==> src/rtl/alu_arbiter.sv <==
// Two-requester arbiter sharing one external ALU: IDLE -> EXEC -> RESP.
// Define ALU_ARBITER_FIXED_PRIO_EN for fixed priority (requester 0 wins ties).
module alu_arbiter #(
    parameter int WIDTH = 32
) (
    input  logic             clk,
    input  logic             rst_n,
    input  logic             req0,
    input  logic             req1,
    input  logic [4:0]       func0,
    input  logic [4:0]       func1,
    input  logic             alu_op0,
    input  logic             alu_op1,
    input  logic [WIDTH-1:0] a0,
    input  logic [WIDTH-1:0] b0,
    input  logic [WIDTH-1:0] a1,
    input  logic [WIDTH-1:0] b1,
    output logic             gnt0,
    output logic             gnt1,
    output logic [4:0]       alu_func,
    output logic             alu_op_o,
    output logic [WIDTH-1:0] alu_a,
    output logic [WIDTH-1:0] alu_b,
    input  logic [WIDTH-1:0] alu_result,
    output logic             rsp_valid0,
    output logic             rsp_valid1,
    output logic [WIDTH-1:0] rsp_data
);

    typedef enum logic [1:0] {
        IDLE,
        EXEC,
        RESP
    } state_t;

    state_t           state_q;
    state_t           state_d;
    logic             win_q;
    logic             pick;
    logic             take;
    logic [4:0]       func_q;
    logic             op_q;
    logic [WIDTH-1:0] a_q;
    logic [WIDTH-1:0] b_q;
    logic [WIDTH-1:0] data_q;

    // req levels only matter outside EXEC
    assign take = (state_q != EXEC) && (req0 || req1);

`ifdef ALU_ARBITER_FIXED_PRIO_EN
    assign pick = !req0;
`else
    logic last_q;

    assign pick = (req0 && req1) ? !last_q : req1;

    always_ff @(posedge clk or negedge rst_n) begin
        if (!rst_n) begin
            last_q <= 1'b1;
        end else if (take) begin
            last_q <= pick;
        end
    end
`endif

    always_ff @(posedge clk or negedge rst_n) begin
        if (!rst_n) begin
            state_q <= IDLE;
            win_q   <= 1'b0;
            func_q  <= '0;
            op_q    <= 1'b0;
            a_q     <= '0;
            b_q     <= '0;
            data_q  <= '0;
        end else begin
            state_q <= state_d;
            if (take) begin
                win_q  <= pick;
                func_q <= pick ? func1 : func0;
                op_q   <= pick ? alu_op1 : alu_op0;
                a_q    <= pick ? a1 : a0;
                b_q    <= pick ? b1 : b0;
            end
            if (state_q == EXEC) begin
                data_q <= alu_result;
            end
        end
    end

    always_comb begin
        state_d    = state_q;
        gnt0       = 1'b0;
        gnt1       = 1'b0;
        rsp_valid0 = 1'b0;
        rsp_valid1 = 1'b0;
        alu_func   = '0;
        alu_op_o   = 1'b0;
        alu_a      = '0;
        alu_b      = '0;
        unique case (state_q)
            IDLE: begin
                if (take) state_d = EXEC;
            end
            EXEC: begin
                state_d  = RESP;
                gnt0     = !win_q;
                gnt1     = win_q;
                alu_func = func_q;
                alu_op_o = op_q;
                alu_a    = a_q;
                alu_b    = b_q;
            end
            RESP: begin
                state_d    = take ? EXEC : IDLE;
                rsp_valid0 = !win_q;
                rsp_valid1 = win_q;
            end
            default: state_d = IDLE;
        endcase
    end

    assign rsp_data = data_q;

endmodule

==> config.mk <==
export PLATFORM = sky130hd
export DESIGN_NAME = alu_arbiter
export DESIGN_NICKNAME = d
export VERILOG_FILES = /design/src/rtl/alu_arbiter.sv
export SDC_FILE = /design/constraint.sdc
export NUM_CORES = 1
export LEC_CHECK = 0
export BUFFER_PORTS_ARGS = -buffer_cell sky130_fd_sc_hd__buf_4
export CAP_MARGIN = 5
export CORE_MARGIN = 2
export CORE_UTILIZATION = 49
export DETAILED_ROUTE_END_ITERATION = 8
export GPL_ROUTABILITY_DRIVEN = 0
export PLACE_DENSITY = 0.86
export SLEW_MARGIN = 40
export SYNTH_ARGS = -nofsm -noshare
export SYNTH_HDL_FRONTEND = slang
export SYNTH_SLANG_ARGS = --single-unit
export TNS_END_PERCENT = 50
==> constraint.sdc <==
create_clock -name clk -period 1.9 [get_ports clk]
set_input_delay 0.38 -clock clk [delete_from_list [all_inputs] [get_ports clk]]
set_output_delay 0.38 -clock clk [all_outputs]
set_load 0.005 [all_outputs]
# == Yosys cells after proc, flatten, opt, wreduce, memory -nomap -nowiden ==
# Cells that the tools add are included.
# totals
mem_bits_ro,0
ram_bits,0
regBits,106
out_inout_bits,106
n_memories,0
latchBits,0
inputBits,176
wordCells,34
# op_classes
bitwise_logic,0
n_eq_ne,4
shift,0
multipliers,0
n_mux,16
div,0
addsub,0
n_reduce_logical,6
order_cmp,0
# op_table
op,count
$mux W32,4
$mux W5,2
$mux W1,8
$pmux W2 S3,1
$eq A2 B1 Y1 const B,1
$eq A2 B2 Y1 const B,1
$logic_and A1 B1 Y1,2
$logic_not A1 Y1,2
$logic_not A2 Y1,1
$mux W2,1
$ne A2 B1 Y1 const B,1
$ne A2 B2 Y1 const B,1
$logic_or A1 B1 Y1,1

# == Depth between registers and ports, before layout ==
# depth
ltp_word,4
ltp_mapped,7
ltp_nobuf,4

# == Worst setup path after synthesis ==
# Ideal clock, no wire load.
# synth_path
kind,register to output
start,reg state_q[1]
end,out alu_a[22]
path_slack_ns,0.428
stages_incl_launch_ff,7
n_path_buf,3
arrival_time_ns,1.092
required_ns,1.520
cell_sequence,dfrtp_1 nand2b_1 buf_4 inv_6 buf_6 buf_6 and2_1
# synth_between
elab_chain_len,2
# synth_rtl
element,line_no,source
"start, declared",36,state_t state_q;
"start signal, assigned",76,state_q <= state_d;
$eq A2 B1 Y1,100,unique case (state_q)
$mux W32,100,
"end, declared",22,"output logic [WIDTH-1:0] alu_a,"
# No other way between the ends.

# == Worst setup path in the final report ==
# layout_path
start,reg state_q[1]
end,out alu_b[21]
# layout_between
elab_chain_len,2
# layout_rtl
element,line_no,source
$eq A2 B1 Y1,100,
$mux W32,100,
"end, declared",23,"output logic [WIDTH-1:0] alu_b,"
# No other way between the ends.

==> results.sh <==
export IMPL_run_status="finished clean"
export IMPL_netlist_area_um2=5380
export IMPL_worst_path_max_delay_cell="sky130_fd_sc_hd__dfrtp_1"
export IMPL_critPathLaunchType="flip-flop"
export IMPL_post_route_period_util=0.978
export IMPL_grt_pass1_vias=4996
export IMPL_placement_io_buffers=281
export IMPL_post_synth_main_area_contributors="sky130_fd_sc_hd__dfrtp_1 (49%), sky130_fd_sc_hd__nand2_1 (16%), sky130_fd_sc_hd__and2_1 (8.3%), sky130_fd_sc_hd__a31oi_1 (8.1%), sky130_fd_sc_hd__a21oi_1 (6.5%)"
export IMPL_global_route_overflow_total=0
export IMPL_pwr_share_comb=0.346
export IMPL_switching_share_of_power=0.326
export IMPL_routed_via_count=5283
export IMPL_sequentialPowerShare=0.458
export IMPL_mean_routed_wirelength_per_cell_um=15.8
export IMPL_worst_clock_skew_ns=0.0180
export IMPL_ys_seq_area_frac=0.493
export IMPL_intPower_mw=4.58
export IMPL_pin_count_of_the_biggest_net_entering_global_routing=83
export IMPL_whs_endpoint="rsp_data[26]"
export IMPL_clkTransAtPathRegs_ns=0.11
export IMPL_vdd_drop_max_v=0.000570
export IMPL_cell_total_after_placement=1002
export IMPL_post_route_min_period_ns=1.86
export IMPL_clock_sinks=106
export IMPL_die_area_um2=11800
export IMPL_crit_path_end_kind="output port"
export IMPL_yosysWarnings=0
export IMPL_cts_tree="built"
export IMPL_rr_startpoint="state_q[0]"
export IMPL_most_frequent_cells_in_the_layout="sky130_fd_sc_hd__buf_4 (290), sky130_fd_sc_hd__nand2_1 (236), sky130_fd_sc_hd__dfrtp_1 (105)"
export IMPL_peak_freq_mhz=538
export IMPL_rsz0062_at_grt="yes"
export IMPL_worst_r2r_endpoint="a_q[0]"
export IMPL_layout_cells_most_common="sky130_fd_sc_hd__buf_4"
export IMPL_worst_ep_required_time_ns=1.52
export IMPL_cts_htree_levels=3
export IMPL_drt_drc_violations_left=0
export IMPL_setup_viol=0
export IMPL_report_final_slew_viol_count=0
export IMPL_dr_first_iter_drc_count=339
export IMPL_synth_largest_area_cell="sky130_fd_sc_hd__dfrtp_1"
export IMPL_start_util=0.498
export IMPL_tritoncts_num_buffers=9
export IMPL_core_rowCount=38
export IMPL_final_layout_size_suffix_gt1_frac=0.364
export IMPL_worst_r2r_cell_count=4
export IMPL_first_pass_grt_wire_length_mm=24.6
export IMPL_hp_start="alu_result[26]"
export IMPL_fin_cells=1019
export IMPL_hold_depth=3
export IMPL_power_clock_fraction=0.196
export IMPL_top_level_ports=282
export IMPL_synthDominantCellAreaShare=0.489
export IMPL_max_cap_violations=0
export IMPL_synthToLayoutAreaGrowth_pct=41.0
export IMPL_chipHeight_um=109
export IMPL_drt_first_pass_iters=4
export IMPL_insertion_delay_ns=0.35
export IMPL_power_dissipated_by_switching_net_loads_mw=2.22
export IMPL_ys_seq_elements=106
export IMPL_postRouteAntennaNets=0
export IMPL_globalRouteTotalUtil=0.263
export IMPL_syn_num_nets=796
export IMPL_critPathLaunch="state_q[1]"
export IMPL_wirelength_mm=16.1
export IMPL_clock_tree_buffer_depth=2
export IMPL_diodes=0
export IMPL_cp_max_fo=82
export IMPL_antenna_found_initial=0
export IMPL_max_stage_delay_ns=0.39
export IMPL_clock_root_buffer="sky130_fd_sc_hd__clkbuf_8"
export IMPL_design_power_total_mw=6.80
export IMPL_worst_ep_arrival_time_ns=1.48
export IMPL_power_leakage_nw=3.87
export IMPL_place_hpwl_mm=11.3
export IMPL_cts_post_setup_buffers_inserted=0
export IMPL_timing_critical_path_cells="nand2b_4 > inv_16 > and2_1 > buf_4"
export IMPL_worst_r2r_setup_slack_ns=0.33
export IMPL_relSlewSlack=0.592
export IMPL_syn_instance_count=620
export IMPL_num_nets_final=1050
export IMPL_synth_cell_types=21
export IMPL_power_per_cell_area_nw_per_um2=897
export IMPL_viasPerCell=5.18
export IMPL_core_area_um2=10800
export IMPL_worst_hold_path_type="in -> reg"
export IMPL_worst_slew_pin_tran_ns=0.612
export IMPL_synthesis_area_per_instance_um2=8.67
export IMPL_floorplan_die_width_um=109
export IMPL_critical_path_class="reg -> out"
export IMPL_hold_viol=0
metal layers:
layer / global-route usage / routed length, um / vias up
met3: 0.0634 / 1470 / 24
met1: 0.325 / 6230 / 2448
met5: 0 / 0 / -
li1: - / - / 2553
met4: 0.0723 / 272 / 0
met2: 0.461 / 8120 / 258
power by group through the flow:
stage               sequential [mW]  combinational [mW]  clock, mW
floorplan                      3.08                1.26          0
global placement               3.15                2.29          0
detailed placement             3.16                2.36          0
CTS                            3.12                2.37       1.36
global route                   3.18                2.59       1.46
finish                         3.12                2.35       1.33
critical path, delay by kind of cell, from the launching register on:
family                 cells  cell delay [ns]
DFF                        1             0.39
buffers and inverters      2             0.33
and+or+nand+nor            2             0.39
cell families (layout without fill, tap and decap cells):
| logic type | Yosys count | after routing | share of synthesized area |
|---|---|---|---|
| buffers and inverters | 55 | 314 | 0.0919 |
| flip-flops | 106 | 106 | 0.493 |
| multiplexers | 2 | 2 | 0.00558 |
| AO/OA/AOI/OAI | 142 | 142 | 0.151 |
| AND/OR/NAND/NOR | 315 | 315 | 0.258 |
what timing repair did:
| item | 4_1_cts | 5_1_grt |
|---|---|---|
| endpoints found under the setup margin | 72 | 72 |
| hold buffers | 1 | 0 |
| endpoints found under the hold margin | 25 | 0 |
| resized for setup | 3 | 3 |
synth_stat cells:
master / instances
sky130_fd_sc_hd__a21bo_2: 1
sky130_fd_sc_hd__a21boi_2: 1
sky130_fd_sc_hd__a21oi_1: 70
sky130_fd_sc_hd__a31oi_1: 70
sky130_fd_sc_hd__and2_1: 71
sky130_fd_sc_hd__and3b_1: 1
sky130_fd_sc_hd__buf_12: 7
sky130_fd_sc_hd__buf_2: 21
sky130_fd_sc_hd__buf_4: 6
sky130_fd_sc_hd__buf_6: 16
sky130_fd_sc_hd__clkbuf_1: 4
sky130_fd_sc_hd__dfrtp_1: 105
sky130_fd_sc_hd__dfstp_2: 1
sky130_fd_sc_hd__inv_6: 1
sky130_fd_sc_hd__mux2_4: 2
sky130_fd_sc_hd__nand2_1: 236
sky130_fd_sc_hd__nand2b_1: 1
sky130_fd_sc_hd__nor2_1: 3
sky130_fd_sc_hd__nor2_8: 1
sky130_fd_sc_hd__nor3b_1: 1
sky130_fd_sc_hd__or2_1: 1
how the worst max path moves through the flow:
| stage | cells after the start | to |
|---|---|---|
| 2_1_floorplan | 6 | alu_a[22] |
| 3_3_place_gp | 4 | alu_a[23] |
| 3_5_place_dp | 4 | alu_b[31] |
| 4_1_cts | 4 | gnt0 |
| 5_1_grt | 4 | gnt0 |
| 6_report | 4 | alu_b[21] |
state kept, by name, summed over array words and instances, names as in the netlist:
| register | count |
|---|---|
| op_q | 1 |
| state_q | 2 |
| func_q | 5 |
| last_q | 1 |
| rsp_data | 32 |
| a_q | 32 |
| win_q | 1 |
| b_q | 32 |
per-stage QoR:
stage               utilization  setup slack [ns]  instance area [um^2]  hold WS, ns  setup TNS, ns
detailed placement        0.683             0.243                  7370        0.330              0
global route              0.703           -0.0555                  7580        0.201          -2.03
floorplan                     -             0.428                  5380       0.0844              0
finish                    0.703            0.0416                  7580        0.211              0
CTS                       0.702          -0.00532                  7580        0.194        -0.0117
global placement          0.683             0.279                  7370        0.329              0
area by class of cell:
cell class	count	area [um^2]
clock buffer	11	141
clock inverter	5	46.3
fill	903	3210
inverter	1	20.0
multi-input combinational	459	2240
sequential	106	2650
tap	140	175
timing repair buffer	297	2300
Note: power is estimated with default switching activity, not from simulation.
